$ cat src/rtl/encoder_round_ctrl.sv
// Encoder round sequencer: ColParity/Rotate/Permute/Revaluate start handshakes, AddRC load, round count.
// Optional per-step watchdog built only when ENC_TIMEOUT_EN is defined.
module encoder_round_ctrl #(
  parameter int NUM_TURNS = 24,
  parameter int TURN_BITS = 5,
  parameter int TIMEOUT   = 64
) (
  input  logic                 clk,
  input  logic                 rst,
  input  logic                 start,
  input  logic                 abort,
  input  logic [3:0]           step_done,
  output logic [3:0]           step_start,
  output logic                 state_ld,
  output logic                 sel_feedback,
  output logic [TURN_BITS-1:0] turn,
  output logic                 busy,
  output logic                 done,
  output logic                 error
);
  // state | meaning
  // IDLE  | waiting for an accepted start
  // CP    | ColParity running, wait step_done[0]
  // ROT   | Rotate running, wait step_done[1]
  // PERM  | Permute running, wait step_done[2]
  // REV   | Revaluate running, wait step_done[3]
  // ARC   | load AddRC result, advance or finish round
  // DONE  | one-cycle completion pulse
  typedef enum logic [2:0] {IDLE, CP, ROT, PERM, REV, ARC, DONE} state_t;

  localparam logic [TURN_BITS-1:0] LAST_TURN = TURN_BITS'(NUM_TURNS - 1);

  state_t               state_q, state_d;
  logic [TURN_BITS-1:0] turn_q, turn_d;
  logic                 first_q;
  logic                 in_step;
  logic [1:0]           step_idx;
  logic                 step_ack;
  logic                 start_ok;
  logic                 wd_expired;

  always_ff @(posedge clk or negedge rst) begin
    if (!rst) begin
      state_q <= IDLE;
      turn_q  <= '0;
      first_q <= 1'b0;
    end else begin
      state_q <= state_d;
      turn_q  <= turn_d;
      first_q <= (state_d != state_q);
    end
  end

  always_comb begin
    in_step  = 1'b1;
    step_idx = 2'd0;
    case (state_q)
      CP:      step_idx = 2'd0;
      ROT:     step_idx = 2'd1;
      PERM:    step_idx = 2'd2;
      REV:     step_idx = 2'd3;
      default: in_step  = 1'b0;
    endcase
  end

  // A done in the same cycle as its start pulse is not an answer.
  assign step_ack = in_step && !first_q && step_done[step_idx];
  assign start_ok = (state_q == IDLE) && start && !abort;

  always_comb begin
    state_d = state_q;
    turn_d  = turn_q;
    case (state_q)
      IDLE: begin
        if (start_ok) begin
          state_d = CP;
          turn_d  = '0;
        end
      end
      CP:   if (step_ack) state_d = ROT;
      ROT:  if (step_ack) state_d = PERM;
      PERM: if (step_ack) state_d = REV;
      REV:  if (step_ack) state_d = ARC;
      ARC: begin
        if (turn_q == LAST_TURN) begin
          state_d = DONE;
        end else begin
          state_d = CP;
          turn_d  = turn_q + TURN_BITS'(1);
        end
      end
      DONE:    state_d = IDLE;
      default: state_d = IDLE;
    endcase
    if (wd_expired) state_d = IDLE;
    if (abort && (state_q != IDLE)) begin
      state_d = IDLE;
      turn_d  = '0;
    end
  end

  always_comb begin
    step_start = 4'b0000;
    if (in_step && first_q) step_start[step_idx] = 1'b1;
    state_ld     = (state_q == ARC);
    done         = (state_q == DONE);
    busy         = (state_q != IDLE);
    sel_feedback = (state_q != IDLE) && (turn_q != '0);
    turn         = turn_q;
  end

`ifdef ENC_TIMEOUT_EN
  localparam int WD_BITS = $clog2(TIMEOUT + 1);

  logic [WD_BITS-1:0] wd_q;
  logic               error_q;

  // Loaded in the start-pulse cycle so terminal count lands TIMEOUT cycles after the pulse.
  always_ff @(posedge clk or negedge rst) begin
    if (!rst) begin
      wd_q    <= '0;
      error_q <= 1'b0;
    end else begin
      if (in_step && first_q) wd_q <= WD_BITS'(TIMEOUT - 2);
      else if (in_step && (wd_q != '0)) wd_q <= wd_q - WD_BITS'(1);
      if (start_ok) error_q <= 1'b0;
      else if (wd_expired) error_q <= 1'b1;
    end
  end

  assign wd_expired = in_step && !first_q && (wd_q == '0) && !step_ack && !abort;
  assign error      = error_q;
`else
  if (TIMEOUT < 2) begin : g_timeout_short
  end
  assign wd_expired = 1'b0;
  assign error      = 1'b0;
`endif

endmodule

$ cat config.mk
export PLATFORM = sky130hd
export DESIGN_NAME = encoder_round_ctrl
export DESIGN_NICKNAME = d
export VERILOG_FILES = /design/src/rtl/encoder_round_ctrl.sv
export SDC_FILE = /design/constraint.sdc
export NUM_CORES = 1
export LEC_CHECK = 0
export CORE_MARGIN = 2
export CORE_UTILIZATION = 45
export DETAILED_ROUTE_END_ITERATION = 8
export PLACE_DENSITY = 0.78
export SLEW_MARGIN = 0
export SYNTH_ARGS = -nofsm -noshare
export SYNTH_HDL_FRONTEND = slang
export SYNTH_SLANG_ARGS = --single-unit
$ cat constraint.sdc
create_clock -name clk -period 2.05 [get_ports clk]
set_clock_uncertainty 0.1 [all_clocks]
set_input_delay 0.3075 -clock clk [delete_from_list [all_inputs] [get_ports clk]]
set_output_delay 0.3075 -clock clk [all_outputs]
set_load 0.02 [all_outputs]
==> reports/results.ini, run 1 <==
[status]
outcome=completed

[yosys]
syn_inst=85
muxShareOfSynthArea_pct=0
synth_fa_ha_area_share_pct=3.58
synth-compound-area-share_pct=23.3
synth_top_family_by_area=simple AND/OR/NAND/NOR gates
syn-num-nets=95
ys_seq_elements=9
synth-simple-area-share_pct=32.1
synth-xor-area-share_pct=1.25
synth-seq-area-share_pct=32.3
synthDistinctLibCells=41
postSynthAreaPerCell_um2=8.21
synth_warnings=0
synth.cell_area_um2=698

[clock_tree]
cts-root-buf=clkbuf_4
cts_hold_buf=0
htreeDepth=1
cts_tree=built
numCtsBuffers=3
cts.sinks=9
cts.path.max_buffers=2
clk_pin_slew_ns=0.06
clkLatencyLatePin_ns=0.26

[timing]
finalCriticalPeriod_ns=1.97
fin_setup_tns_ns=0
clock.fmax_ghz=0.508
rsz0062_at_grt=false
hold_viol=0
setup_viol=0
post-route-period-util_pct=96.0
final_max_slew_viol_count=0
worst_slack_ns=0.0810

[detailed_routing]
routed_via_density=5.64
antenna_violating_nets_post_route=0
drt_iter0_drc=28
firstDrtPassIters=4
wire_per_inst_um=13.8
routed_wl_um=1870
vias=762
drc=0

[floorplanning]
die_w_um=43.4
core-area_mm2=0.00147
num_rows=14
fp.dieH_um=43.4
dieArea_mm2=0.00188
num_io_pins=22
start_util_pct=47.4

[placed_design]
numPortBuffers=20
gp_congestion=0.890
hpwl_um=1420
dp_slack_ns=0.0874

[grt]
grt_pass1_vias=710
track_usage_pct=21.8
grt-ovfl-total=0
grt_max_degree=11
antenna_found_initial=0
grt_pass1_wl_um=3150

[critical_path]
endpoint_kind=output pin
worstPathRequired_ns=1.64
arrival_ns=1.56
crit_path_max_fanout=9
cp-start-kind=flip-flop
criticalPathCategory=reg2out

[finish]
area.growth.synth_to_final_pct=46.8
diodes=0
final_nets=130
drive_gt1_share_pct=21.0

[power]
vdd_drop_max_mv=0.391
p_leak_nw=0.521
power_per_cell_area_mw_per_mm2=535

[job]
max-cap-violations=0

[min_path]
hold_path_class=in2async

synth_stat cells (all sizes together):
cell    number  area share (%)
inv          6             3.2
a311o        1             1.4
a21oi        1            0.72
o21ai        5             3.6
nand4        3             2.7
nor4         2             1.8
a22oi        1             1.1
o31ai        1             1.1
a311oi       1             2.1
nor3b        1             1.1
nor2b        2             1.8
dfrtp        9              32
o22a         1             1.3
xor2         1             1.3
clkbuf       1            0.54
o41a         1             1.6
a32oi        1             1.3
buf          4             3.2
or3          2             1.8
nand4b       1             2.1
nor2         7             3.8
and3b        1             1.3
and3         3             2.7
conb         1            0.54
nand2        6             3.2
nor4b        1             1.3
a221oi       1             1.3
o311a        1             1.4
nand3        4             2.9
ha           2             3.6
nand3b       1             1.1
nor3         4             2.9
a31oi        1            0.90
and2         1            0.90
a21o         2             2.1
or2          1            0.90
o21a         3             3.4
layout make-up:
cell class / instances / area, um^2
Clock buffer: 4 / 26.3
Inverter: 6 / 22.5
Multi-Input combinational cell: 65 / 424
Timing Repair Buffer: 35 / 303
Tap cell: 16 / 20.0
Sequential cell: 9 / 229
Fill cell: 124 / 447
power breakdown:
part | switching, mW | internal, mW
logic | 0.106 | 0.0936
clock network | 0.0609 | 0.0749
registers | 0.0215 | 0.192
worst paths after layout:
path                                 startpoint              endpoint  slack (ns)  cells past startpoint
setup reg to reg           state_q[1]$_DFF_PN0_     first_q$_DFF_PN0_        0.16                      6
max in group asynchronous                   rst  state_q[1]$_DFF_PN0_        1.27                      1
hold / removal                              rst   turn[2]$_DFFE_PN0P_        0.25                      1
hold reg to reg             turn[1]$_DFFE_PN0P_   turn[1]$_DFFE_PN0P_        0.46                      2
min in group clk            turn[1]$_DFFE_PN0P_   turn[1]$_DFFE_PN0P_        0.46                      2
setup / recovery           state_q[0]$_DFF_PN0_          sel_feedback        0.08                      3
layout by cell type (no fill, tap or decap), types with 2 or more instances in the layout:
master           count
ha_1                 2
o21ai_1              4
nor2_1               7
dfrtp_1              6
buf_4               15
and3_1               3
nand3_1              4
nor3_1               4
dlygate4sd2_1        8
a21o_1               2
or3_1                2
o21a_1               2
nor4_1               2
nand2_1              6
clkdlybuf4s50_1     12
clkbuf_4             3
nand4_1              3
inv_1                5
dfrtp_2              3
nor2b_1              2
critical path, stage by stage (launching register included):
cell	delay, ns
dfrtp_2	0.46
or3_1	0.40
o41a_1	0.12
dlygate4sd2_1	0.32
per-layer routing:
metal	global-route usage [%]	vias up	share of wire, %
met4	7.27	0	1.2
met1	31.1	351	46
li1	-	383	-
met3	2.50	4	4.1
met2	34.3	24	49
met5	0	-	0
cell families after synthesis:
kind of cell / count (synthesis)
buffers and inverters: 11
AND/OR/NAND/NOR: 40
XOR/XNOR: 1
flip-flops: 9
AO/OA/AOI/OAI: 21
other: 1
adder cells (fa/ha/maj): 2
flip-flops by register name, indices dropped and copies added (netlist names):
signal and count:
first_q 1, turn 5, state_q 3
metrics by stage:
step | std cells | hold WS, ns | area [um^2] | power [mW] | utilization (%)
after floorplan | 85 | -0.0881 | 698 | 0.325 | -
after global placement | 128 | 0.449 | 982 | 0.404 | 66.8
after detailed placement | 128 | 0.456 | 982 | 0.409 | 66.8
after CTS | 132 | 0.258 | 998 | 0.542 | 67.9
after global routing | 135 | 0.284 | 1020 | 0.587 | 69.6
final | 135 | 0.253 | 1020 | 0.548 | 69.6
repair_timing:
item | CTS | global route
endpoints found under the setup margin | 8 | 1
gates resized for setup | 8 | 3
buffers inserted | 0 | 3
(Power assumes the default switching activity.)
==> run 2, diff against run 1 <==
==> constraint.sdc (replaced) <==
create_clock -name clk -period 2.05 [get_ports clk]
set_clock_uncertainty 0.1 [all_clocks]
set_input_delay 0.3075 -clock clk [delete_from_list [all_inputs] [get_ports clk]]
set_output_delay 0.3075 -clock clk [all_outputs]
set_load 0.1 [all_outputs]
==> run 2 against run 1 <==
- wire length grew 0.80%
- combinational power grew 62%
- critical path type unchanged
- sequential power shrank 4%
==> reports/results.ini, run 2 (synthesized netlist as in run 1, its figures left out) <==
[status]
outcome=completed

[timing]
setup_viol=0
rsz0062_at_grt=false
clock.fmax_ghz=0.523
hold_viol=0
holdWs_ns=0.246
post-route-period-util_pct=93.3
final_max_slew_viol_count=0
finalCriticalPeriod_ns=1.91

[floorplanning]
fp.dieH_um=43.4
start_util_pct=47.4
dieArea_mm2=0.00188
num_rows=14
num_io_pins=22
die_w_um=43.4
core-area_mm2=0.00147

[finish]
final_cell_mix=buf_4 (13), buf_12 (8), nor2_1 (7), clkdlybuf4s50_1 (7)
utilization_pct=74.8
largest_register_ffs=5
final_nets=123
diodes=0
drive_gt1_share_pct=34.8
area.growth.synth_to_final_pct=57.7
layout_commonest_cell=buf_4

[detailed_routing]
firstDrtPassIters=4
vias=759
antenna_violating_nets_post_route=0
routed_via_density=5.93
drt_iter0_drc=15
routed_wl_um=1880
drc=0
wire_per_inst_um=14.7

[job]
max-cap-violations=0

[clock_tree]
htreeDepth=1
cts.path.max_buffers=2
numCtsBuffers=3
cts_tree=built
clkLatencyLatePin_ns=0.25
clk_pin_slew_ns=0.06
cts_hold_buf=0
cts-root-buf=clkbuf_4
cts.sinks=9

[power]
vdd_drop_max_mv=0.438
p_leak_nw=0.507
power_per_cell_area_mw_per_mm2=598

[placed_design]
gp_congestion=0.836
hpwl_um=1480
numPortBuffers=20

[critical_path]
r2r_start=turn[0]$_DFFE_PN0P_
crit_path_max_fanout=12
arrival_ns=1.50
reg2reg_to=turn[3]$_DFFE_PN0P_
rrSetupSlack_ns=0.17
criticalPathCategory=reg2out
endpoint_kind=output pin
cp-start-kind=flip-flop
worstRegToRegCells=6
worstPathRequired_ns=1.64

[grt]
grt_max_degree=13
track_usage_pct=21.1
grt-ovfl-total=0
grt_pass1_wl_um=3040
grt_pass1_vias=686
antenna_found_initial=0

[min_path]
hold_path_class=in2async

[run 2: cell types whose count changed in the layout (fill, tap and decap cells not counted), sizes merged]
cell / change
buf: +6
clkdlybuf4s50: -5
dlygate4sd2: -8
[run 2: layout make-up]
class / count / area, um^2
well taps: 16 / 20.0
repair buffers: 28 / 328
fillers: 116 / 370
clock buffers: 4 / 26.3
flip-flops and latches: 9 / 233
inverters: 6 / 22.5
multi-input cells: 65 / 472
[run 2: how the worst max path moves through the flow]
stage | start | to | slack (ns) | depth (start not counted)
global placement | step_done[0] | first_q$_DFF_PN0_ | 0.17 | 6
global route | state_q[0]$_DFF_PN0_ | step_start[0] | 0.05 | 4
finish | state_q[0]$_DFF_PN0_ | step_start[0] | 0.14 | 4
CTS | state_q[1]$_DFF_PN0_ | sel_feedback | 0.004 | 3
detailed placement | abort | turn[3]$_DFFE_PN0P_ | 0.13 | 6
floorplan | state_q[2]$_DFF_PN0_ | step_start[1] | -0.04 | 2
[run 2: where the power goes]
group          leakage, nW  switching [mW]  internal (mW)
Clock               0.0150          0.0569         0.0747
Combinational        0.380           0.202          0.121
Sequential           0.113          0.0130          0.191
[run 2: metrics by stage]
stage | total power, mW | area (um^2) | instances | setup WS, ns | TNS (ns)
after floorplan | 0.420 | 757 | 85 | -0.0400 | -0.0534
after global placement | 0.520 | 1070 | 124 | 0.165 | 0
after detailed placement | 0.524 | 1070 | 124 | 0.131 | 0
after CTS | 0.659 | 1100 | 128 | 0.00414 | 0
after global routing | 0.693 | 1100 | 128 | 0.0545 | 0
final | 0.659 | 1100 | 128 | 0.138 | 0
[run 2: repair_timing]
action                                  4_1_cts  5_1_grt
endpoints found under the setup margin        0        1
resized for setup                             0        2
buffers inserted                              0        0
[run 2: worst max-delay path, stage by stage (launching register included)]
cell	delay (ns)
dfrtp_1	0.34
buf_4	0.19
inv_1	0.14
nor4_4	0.36
buf_12	0.22
[run 2: routing by layer]
metal,up-vias,share of wire [%],GRT usage [%]
met5,-,0,0
met2,28,48,32.8
met1,361,46,30.1
li1,366,-,-
met3,4,4.3,2.50
met4,0,1.4,8.48
